`src/rtl/brq_pkg.sv`:
```
`default_nettype none
// ============================================================================
//  Package     : brq_pkg
//  Description : Shared types and constants for the IFU fetch FIFO.
//  Revision    : 1.0 - initial release
// ============================================================================
package brq_pkg;

    // Low two bits of an uncompressed (32-bit) instruction
    localparam logic [1:0] c_uncomp_lsb = 2'b11;

    // One fetched word as held in a FIFO entry
    typedef struct packed {
        logic [31:0] rdata;
        logic        err;
        logic        valid;
    } fifo_entry_t;

endpackage
`default_nettype wire

```
`src/rtl/brq_ifu_fifo_if.sv`:
```
`default_nettype none
// ============================================================================
//  Interface   : brq_ifu_fifo_if
//  Description : Fetch-word input and aligned-instruction output bundle of
//                the IFU fetch FIFO.
//  Revision    : 1.0 - initial release
// ============================================================================
interface brq_ifu_fifo_if;

    // Fetched word side
    logic        in_valid_i;
    logic [31:0] in_addr_i;
    logic [31:0] in_rdata_i;
    logic        in_err_i;

    // Aligned instruction side
    logic        out_valid_o;
    logic        out_ready_i;
    logic [31:0] out_addr_o;
    logic [31:0] out_addr_next_o;
    logic [31:0] out_rdata_o;
    logic        out_err_o;
    logic        out_err_plus2_o;

    // Prefetch buffer: produces words, consumes instructions
    modport master (
        output in_valid_i, in_addr_i, in_rdata_i, in_err_i, out_ready_i,
        input  out_valid_o, out_addr_o, out_addr_next_o, out_rdata_o,
               out_err_o, out_err_plus2_o
    );

    // FIFO: consumes words, produces instructions
    modport slave (
        input  in_valid_i, in_addr_i, in_rdata_i, in_err_i, out_ready_i,
        output out_valid_o, out_addr_o, out_addr_next_o, out_rdata_o,
               out_err_o, out_err_plus2_o
    );

endinterface
`default_nettype wire

```
`src/rtl/brq_ifu_fifo.sv`:
```
`default_nettype none
// ============================================================================
//  Module      : brq_ifu_fifo
//  Description : Fetch FIFO that realigns 32-bit fetch words into compressed
//                (16-bit) or uncompressed (32-bit) instructions.
//                Optional macro BRQ_IFU_FIFO_BYPASS_EN: when entry 0 is empty
//                an incoming word drives the outputs in the same cycle.
//  Revision    : 1.0 - initial release
// ============================================================================
module brq_ifu_fifo
    import brq_pkg::*;
#(
    parameter int DEPTH = 3
) (
    input  wire logic             clk_i,
    input  wire logic             rst_i,
    input  wire logic             clear_i,
    output logic [DEPTH-1:0]      busy_o,
    brq_ifu_fifo_if.slave         bus
);

    fifo_entry_t r_entries [DEPTH];
    fifo_entry_t w_next    [DEPTH];
    logic [31:0] r_addr;

    fifo_entry_t w_e0;
    fifo_entry_t w_e1;
    logic        w_bypass;
    logic        w_aligned;
    logic        w_hi_uncomp;
    logic [31:0] w_rdata;
    logic        w_valid;
    logic        w_err;
    logic        w_err_plus2;
    logic        w_fire;
    logic        w_pop;
    logic        w_pop_reg;
    logic        w_push;
    logic        w_full;
    logic        w_placed;

    // Select the word(s) presented as entry 0/1, optionally from the input
    always_comb begin
        w_e0     = r_entries[0];
        w_e1     = r_entries[1];
        w_bypass = 1'b0;
`ifdef BRQ_IFU_FIFO_BYPASS_EN
        if (!r_entries[0].valid && bus.in_valid_i && !clear_i) begin
            w_bypass = 1'b1;
            w_e0     = '{rdata: bus.in_rdata_i, err: bus.in_err_i, valid: 1'b1};
        end
`endif
    end

    // Realign the instruction according to the halfword offset of the PC
    always_comb begin
        w_aligned   = ~r_addr[1];
        w_hi_uncomp = (w_e0.rdata[17:16] == c_uncomp_lsb);
        w_err_plus2 = 1'b0;
        if (w_aligned) begin
            w_rdata = w_e0.rdata;
            w_valid = w_e0.valid;
            w_err   = w_e0.err;
        end else if (!w_hi_uncomp) begin
            w_rdata = {16'h0000, w_e0.rdata[31:16]};
            w_valid = w_e0.valid;
            w_err   = w_e0.err;
        end else begin
            // Instruction straddles entries 0 and 1; an error on word 0
            // alone is enough to hand the instruction out
            w_rdata     = {w_e1.rdata[15:0], w_e0.rdata[31:16]};
            w_valid     = w_e0.valid & (w_e1.valid | w_e0.err);
            w_err       = w_e0.err | (w_e1.err & w_e1.valid);
            w_err_plus2 = w_e1.err & w_e1.valid & ~w_e0.err;
        end
    end

    assign bus.out_valid_o     = w_valid;
    assign bus.out_rdata_o     = w_rdata;
    assign bus.out_err_o       = w_err;
    assign bus.out_err_plus2_o = w_err_plus2;
    assign bus.out_addr_o      = r_addr;
    assign bus.out_addr_next_o = r_addr + ((w_rdata[1:0] == c_uncomp_lsb) ? 32'd4 : 32'd2);

    // An aligned compressed instruction leaves the upper half in entry 0.
    // A bypassed word that is fully consumed is never stored.
    assign w_fire    = w_valid & bus.out_ready_i;
    assign w_pop     = w_fire & ~(w_aligned & (w_rdata[1:0] != c_uncomp_lsb));
    assign w_pop_reg = w_pop & r_entries[0].valid;
    assign w_push    = bus.in_valid_i & ~(w_bypass & w_pop);

    // Shift on pop, then place the new word in the lowest free slot
    always_comb begin
        w_next   = r_entries;
        w_placed = 1'b0;
        if (w_pop_reg) begin
            for (int i = 0; i < DEPTH - 1; i++) begin
                w_next[i] = r_entries[i + 1];
            end
            w_next[DEPTH-1] = '0;
        end
        if (w_push) begin
            for (int i = 0; i < DEPTH; i++) begin
                if (!w_placed && !w_next[i].valid) begin
                    w_next[i] = '{rdata: bus.in_rdata_i, err: bus.in_err_i, valid: 1'b1};
                    w_placed  = 1'b1;
                end
            end
        end
    end

    // Entry storage and instruction address; reset beats clear beats push/pop
    always_ff @(posedge clk_i) begin
        if (rst_i) begin
            for (int i = 0; i < DEPTH; i++) begin
                r_entries[i] <= '0;
            end
            r_addr <= 32'h0;
        end else if (clear_i) begin
            for (int i = 0; i < DEPTH; i++) begin
                r_entries[i] <= '0;
            end
            r_addr <= {bus.in_addr_i[31:1], 1'b0};
        end else begin
            r_entries <= w_next;
            if (w_fire) begin
                r_addr <= bus.out_addr_next_o;
            end
        end
    end

    // Occupancy flags for fetch flow control
    for (genvar gi = 0; gi < DEPTH; gi++) begin : g_busy
        assign busy_o[gi] = r_entries[gi].valid;
    end

    always_comb begin
        w_full = 1'b1;
        for (int i = 0; i < DEPTH; i++) begin
            w_full = w_full & r_entries[i].valid;
        end
    end

    // Pushing into a full FIFO without a pop loses the word
    a_no_overflow : assert property (@(posedge clk_i) disable iff (rst_i)
        !(bus.in_valid_i && !clear_i && w_full && !w_pop_reg));

endmodule
`default_nettype wire

```
`src/flat_wrapper.sv`:
```
// flat-port wrapper written by rule: the top's interface ports become plain ports
module brq_ifu_fifo_flat import brq_pkg::*;
#(
    parameter int DEPTH = 3
)
  (clk_i, rst_i, clear_i, busy_o, bus_in_valid_i, bus_in_addr_i, bus_in_rdata_i, bus_in_err_i, bus_out_ready_i, bus_out_valid_o, bus_out_addr_o, bus_out_addr_next_o, bus_out_rdata_o, bus_out_err_o, bus_out_err_plus2_o);
  brq_ifu_fifo_if bus_i ();
  input  wire logic clk_i;
  input  wire logic rst_i;
  input  wire logic clear_i;
  output logic [DEPTH-1:0] busy_o;
  input wire logic [$bits(bus_i.in_valid_i)-1:0] bus_in_valid_i;
  input wire logic [$bits(bus_i.in_addr_i)-1:0] bus_in_addr_i;
  input wire logic [$bits(bus_i.in_rdata_i)-1:0] bus_in_rdata_i;
  input wire logic [$bits(bus_i.in_err_i)-1:0] bus_in_err_i;
  input wire logic [$bits(bus_i.out_ready_i)-1:0] bus_out_ready_i;
  output wire logic [$bits(bus_i.out_valid_o)-1:0] bus_out_valid_o;
  output wire logic [$bits(bus_i.out_addr_o)-1:0] bus_out_addr_o;
  output wire logic [$bits(bus_i.out_addr_next_o)-1:0] bus_out_addr_next_o;
  output wire logic [$bits(bus_i.out_rdata_o)-1:0] bus_out_rdata_o;
  output wire logic [$bits(bus_i.out_err_o)-1:0] bus_out_err_o;
  output wire logic [$bits(bus_i.out_err_plus2_o)-1:0] bus_out_err_plus2_o;
  assign bus_i.in_valid_i = bus_in_valid_i;
  assign bus_i.in_addr_i = bus_in_addr_i;
  assign bus_i.in_rdata_i = bus_in_rdata_i;
  assign bus_i.in_err_i = bus_in_err_i;
  assign bus_i.out_ready_i = bus_out_ready_i;
  assign bus_out_valid_o = bus_i.out_valid_o;
  assign bus_out_addr_o = bus_i.out_addr_o;
  assign bus_out_addr_next_o = bus_i.out_addr_next_o;
  assign bus_out_rdata_o = bus_i.out_rdata_o;
  assign bus_out_err_o = bus_i.out_err_o;
  assign bus_out_err_plus2_o = bus_i.out_err_plus2_o;
  brq_ifu_fifo #(.DEPTH(DEPTH)) u_core (.clk_i(clk_i), .rst_i(rst_i), .clear_i(clear_i), .busy_o(busy_o), .bus(bus_i));
endmodule
```
`config.mk`:
```
export PLATFORM = sky130hd
export DESIGN_NAME = brq_ifu_fifo_flat
export DESIGN_NICKNAME = d
export VERILOG_FILES = /design/src/rtl/brq_pkg.sv /design/src/rtl/brq_ifu_fifo_if.sv /design/src/rtl/brq_ifu_fifo.sv /design/src/flat_wrapper.sv
export SDC_FILE = /design/constraint.sdc
export NUM_CORES = 1
export LEC_CHECK = 0
export ABC_AREA = 1
export BUFFER_PORTS_ARGS = -buffer_cell sky130_fd_sc_hd__buf_4
export CAP_MARGIN = 20
export CORE_MARGIN = 5
export CORE_UTILIZATION = 40
export CTS_CLUSTER_SIZE = 24
export DETAILED_ROUTE_END_ITERATION = 8
export PLACE_DENSITY = 0.61
export SYNTH_ARGS = -nofsm -noshare
export SYNTH_HDL_FRONTEND = slang
export SYNTH_SLANG_ARGS = --single-unit
export TNS_END_PERCENT = 10
```
`constraint.sdc`:
```
create_clock -name clk_i -period 2.59 [get_ports clk_i]
set_input_delay 0.1295 -clock clk_i [delete_from_list [all_inputs] [get_ports clk_i]]
set_output_delay 0.1295 -clock clk_i [all_outputs]
set_load 0.01 [all_outputs]
```
=== After elaboration in Yosys (flattened, before gate mapping) ===
Index checks and enable logic that the tools add are counted.

* Bits of input ports: 70
* Logic and storage cells: 55
* Register bits: 134
* Output and inout port bits: 102

* Add/subtract/negate cells: 1
* Reductions and logical operators: 8
* Multiplexer cells: 20
* Eq/ne operators: 3
* Bitwise operators: 12

{| class="wikitable"
|+ Operators with widths
! cell !! number
|-
| $mux 102 || 2
|-
| $mux 32 || 4
|-
| $mux 34 || 3
|-
| $add 32x32->32 || 1
|-
| $mux 1 || 10
|-
| $and 1x1->1 || 7
|-
| $eq 2x2->1 const B || 2
|-
| $logic_not 1->1 || 4
|-
| $mux 3 || 1
|-
| $not 1->1 || 3
|-
| $logic_and 1x1->1 || 2
|-
| $ne 2x2->1 const B || 1
|-
| $or 1x1->1 || 2
|-
| $reduce_bool 2->1 || 1
|-
| $reduce_or 2->1 || 1
|}

=== Longest topological paths before layout ===
* Depth after elaboration: 19
* Depth in mapped cells: 16
* Depth with buffers taken out: 15

=== Least setup slack after synthesis ===
Ideal clock, no wire load.

* Path type: reg-to-reg
* From: register u_core.r_addr[1] (netlist: u_core.bus.out_addr_o[1])
* To: register u_core.r_addr[23] (netlist: u_core.bus.out_addr_o[23])
* Arrival time: 2.683 ns
* Cell stages (with the launch flop): 16
* Buffers on the path: 1
* Data required time: 2.525 ns
* Clock period less this slack: 2.748 ns
* Setup time: 0.065 ns
* Path slack: -0.158 ns
* Cells stage by stage: dfxtp_1 inv_1 clkbuf_1 nand2_1 nand2_1 nand2_1 ha_1 inv_1 fa_1 nor2_1 nand2_1 nor2_1 nand4_1 xor2_1 a21oi_1 nor2_1

* Longest elaborated chain between the ends: 6
* Elaborated cells on any way between the ends: 9
* Classes of those cells: add/sub (1); eq/ne (1); mux (5); bitwise (1); reduce/logical (1)

{| class="wikitable"
|+ Ends and longest elaborated chain
! item !! line !! RTL
|-
| start, declared || brq_ifu_fifo.sv:24 || <nowiki>logic [31:0] r_addr;</nowiki>
|-
| start signal, assigned || brq_ifu_fifo.sv:123 || <nowiki>r_addr <= {bus.in_addr_i[31:1], 1'b0};</nowiki>
|-
| start signal, assigned || brq_ifu_fifo.sv:127 || <nowiki>r_addr <= bus.out_addr_next_o;</nowiki>
|-
| $mux 32 || brq_ifu_fifo.sv:60 || <nowiki>if (w_aligned) begin</nowiki>
|-
| named net bus_out_rdata_o[1] || flat_wrapper.sv:20 || <nowiki>output wire logic [$bits(bus_i.out_rdata_o)-1:0] bus_out_rdata_o;</nowiki>
|-
| $eq 2x2->1 || brq_ifu_fifo.sv:83 || <nowiki>assign bus.out_addr_next_o = r_addr + ((w_rdata[1:0] == c_uncomp_lsb) ? 32'd4 : 32'd2);</nowiki>
|-
| $mux 3 || brq_ifu_fifo.sv:83 ||
|-
| $add 32x32->32 || brq_ifu_fifo.sv:83 ||
|-
| named net bus_out_addr_next_o[23] || flat_wrapper.sv:19 || <nowiki>output wire logic [$bits(bus_i.out_addr_next_o)-1:0] bus_out_addr_next_o;</nowiki>
|-
| $mux 32 || brq_ifu_fifo.sv:126 || <nowiki>if (w_fire) begin</nowiki>
|-
| $mux 32 || brq_ifu_fifo.sv:119 || <nowiki>end else if (clear_i) begin</nowiki>
|}

The timed path passes the listed nets, and every way through them passes these cells. The select of a mux whose other input is x is not followed.
A chain may end at the register's enable or synchronous reset.

=== Worst setup path in the final report ===
* From: register u_core.r_addr[1] (netlist: u_core.bus.out_addr_o[1])
* To: output port bus_out_addr_next_o[23]

* Longest elaborated chain between the ends: 4

{| class="wikitable"
|+ Ends and longest elaborated chain
! item !! line
|-
| $mux 32 || brq_ifu_fifo.sv:60
|-
| $eq 2x2->1 || brq_ifu_fifo.sv:83
|-
| $mux 3 || brq_ifu_fifo.sv:83
|-
| $add 32x32->32 (*) || brq_ifu_fifo.sv:83
|-
| end, declared || flat_wrapper.sv:19
|}

Every way passes the cells marked *; elsewhere a longest branch is shown, timed or not.

==> results.toml <==
[run_status]
outcome = "finished, violations left"
violations = "negative setup slack"

[yosys]
synth_cells = 1185
syn_area_mm2 = 0.00755
synth_seq_area_share_pct = 35.3
synth_seq_cells = 133
synth.avg_cell_area_um2 = 6.37
synth.distinct_cells = 36
ys_warn_count = 0

[pwr]
clkPwrFrac_pct = 47.7
p_leak_nw = 4.61
p_seq_share_pct = 38.7
power.switching_mw = 1.42
p_int_mw = 4.19
vdd_ir_drop_max_v = 0.000448
pwr-share-comb_pct = 13.5
p_sw_share_pct = 25.2
power.density_mw_per_mm2 = 523

[placed_design]
dp_slack_ns = 0.0670
io_buffers = 168
placed_area_mm2 = 0.00916
hpwl_um = 16800
routabilityCongestion = 0.872

[route]
first_pass_iters = 5
antenna_left = 0
vias = 8180
finalWirelength_um = 25100
wl_per_cell_um = 15.3
drc = 0
drtIter0Drc = 515
viasPerCell = 4.98

[job]
cap_violations = 0

[die]
core-area_mm2 = 0.0186
floorplan.initialDensity_pct = 40.5
die_h_um = 147
die_w_um = 147
die_area_mm2 = 0.0217
ios = 172
row_count = 50

[layout]
n_antenna_cell = 0
final_cell_mix = "nand2_1, buf_4, nor2_1"
fillCellCount = 1779
stdcell_area_mm2 = 0.0107
final_common_cell = "nand2_1"
layout-drive-gt1-share_pct = 23.8
nets = 1469
area_growth_pct = 42.0

[timing]
finalClockSkew_ns = 0.00886
fmax_mhz = 377
fin_ws_ns = -0.0595
worst_pin_slew_ns = 0.545
report.final.slew_viol_count = 0
relSlewSlack_pct = 63.4
setup_viol = 9
fin_crit_ns = 2.65
rsz0062_at_grt = "true"
min_period_over_period_pct = 102
final_hold_viol_count = 0

[cts]
clkLatencyLatePin_ns = 0.42
cts_buffers = 17
clk_path_buf_depth = 2
clk_pin_slew_worst_paths_ns = 0.06
clock-sinks = 133
htree_levels = 4
cts_tree = "done"
cts_root_buffer = "clkbuf_16"

[worst_setup_path]
critPathLaunch = "u_core.bus.out_addr_o[1]"
reg2reg_to = "u_core.r_entries[14]"
critPathRequiredTime_ns = 2.46
worst_setup_path_end_kind = "output pin"
arrival_ns = 2.52
crit_fanout = 6
critical_path_class = "register to output pin"
worstReg2RegStart = "u_core.bus.out_addr_o[1]"
regToRegSetupSlack_ns = 0.07
endpoint = "bus_out_addr_next_o[23]"
reg2reg_depth = 16
start_kind = "register"

[global_routing]
grt_max_degree = 126
grt_pass1_wl_um = 39700
overflow = 0
grtUsageTotal_pct = 22.3
grt_pass1_vias = 7752
antenna_found_initial = 0

[worst_hold_path]
hold_path_class = "input pin to register"
-- synthesized netlist by cell type --
cell        n  area, um2
inv_4       1       6.26
a41oi_4     1       27.5
buf_1       4       15.0
nand2_2     3       18.8
o31ai_1    13       97.6
o21ai_1    15       75.1
buf_2      26        130
clkbuf_1   34        128
nand4_1     3       18.8
conb_1      1       3.75
nand2_4     1       11.3
nor3_1     22        110
nand4_4     1       21.3
o21bai_4    1       18.8
a21oi_1    45        225
xor2_1     25        219
xnor2_1     3       26.3
fa_1        1       20.0
inv_2       1       3.75
nand3_2    11        110
o21ai_0   136        681
nand3_1    21        105
buf_8       1       15.0
nor2_1    169        634
nand4_2     1       12.5
dfxtp_1   133       2660
buf_6       1       11.3
a21boi_0   24        180
clkinv_1    1       3.75
ha_1        3       37.5
buf_4      12       90.1
inv_1     133        499
a22oi_1     2       15.0
nor2_4      3       33.8
a31oi_1    14       87.6
nand2_1   319       1200
-- area by class of cell --
class / count / area [um2] / area share (%)
multi-input cells: 839 / 4310 / 40.2
repair buffers: 268 / 2290 / 21.4
flip-flops and latches: 133 / 2670 / 24.9
clock buffers: 19 / 443 / 4.13
well taps: 234 / 293 / 2.73
clock inverters: 13 / 205 / 1.91
inverters: 136 / 515 / 4.81
-- worst min-delay path by stage --
| stage | startpoint | endpoint | slack [ns] | depth (start not counted) |
|---|---|---|---|---|
| finish | bus_in_addr_i[5] | u_core.bus.out_addr_o[5] | 0.02 | 3 |
| global route | bus_in_addr_i[3] | u_core.bus.out_addr_o[3] | 0.01 | 3 |
| CTS | bus_in_addr_i[7] | u_core.bus.out_addr_o[7] | 0.002 | 3 |
| detailed placement | bus_in_rdata_i[14] | u_core.r_entries[50] | 0.37 | 3 |
| global placement | bus_in_rdata_i[10] | u_core.r_entries[46] | 0.36 | 3 |
| floorplan | bus_in_valid_i | u_core.busy_o[0] | 0.25 | 2 |
-- logic make-up after synthesis --
family	count (synthesis)	share of synthesized area [%]
AOI/OAI and AO/OA	251	18.6
xor gates and xnor gates	28	3.25
adders and majority gates	4	0.762
buffers and inverters	214	11.9
DFF	133	35.3
other	1	0.0497
and+or+nand+nor	554	30.1
-- through the flow --
step,utilization (%),cells,hold slack (ns),power (mW),setup TNS [ns]
final,57.5,1642,0.0186,5.61,-0.195
after global routing,57.5,1642,0.0113,5.82,-3.85
after CTS,55.8,1631,0.00191,5.62,-0.457
after detailed placement,49.1,1550,0.371,2.89,0
after global placement,49.1,1550,0.362,2.88,0
after floorplan,-,1186,0.250,2.53,0
-- routing by layer --
layer	GRT usage (%)	vias up	wire, um
li1	-	4141	-
met1	29.6	3756	11100
met2	36.5	241	11700
met3	4.05	42	1650
met4	8.11	0	675
met5	0	-	0
-- sequential cells by signal (all words and copies together), names as in the netlist --
signal                 count
u_core.bus.out_addr_o     31
u_core.r_entries          99
u_core.busy_o              3
-- power groups by stage --
stage / logic, mW / registers, mW / clock network [mW]
finish: 0.758 / 2.17 / 2.68
global route: 0.834 / 2.18 / 2.80
CTS: 0.740 / 2.17 / 2.71
detailed placement: 0.671 / 2.21 / 0
global placement: 0.671 / 2.21 / 0
floorplan: 0.324 / 2.21 / 0
-- timing repair --
item	CTS	global route
cloned	0	3
resized for setup	36	44
hold buffers	40	0
buffers inserted	9	8
pin swaps	16	21
endpoints found under the setup margin	25	103
endpoints found under the hold margin	76	0
-- worst max-delay path, stage by stage (launching register included) --
cell and delay, ns:
dfxtp_4 0.39, inv_4 0.05, nand2_2 0.05, nand2_2 0.06, nand2_4 0.09, ha_4 0.13, inv_2 0.03, fa_2 0.36
nor2_4 0.17, nand2_2 0.09, nor2_4 0.15, nand4_1 0.17, xor2_2 0.20, buf_4 0.15
No activity file was read; power rests on OpenSTA's default activity.
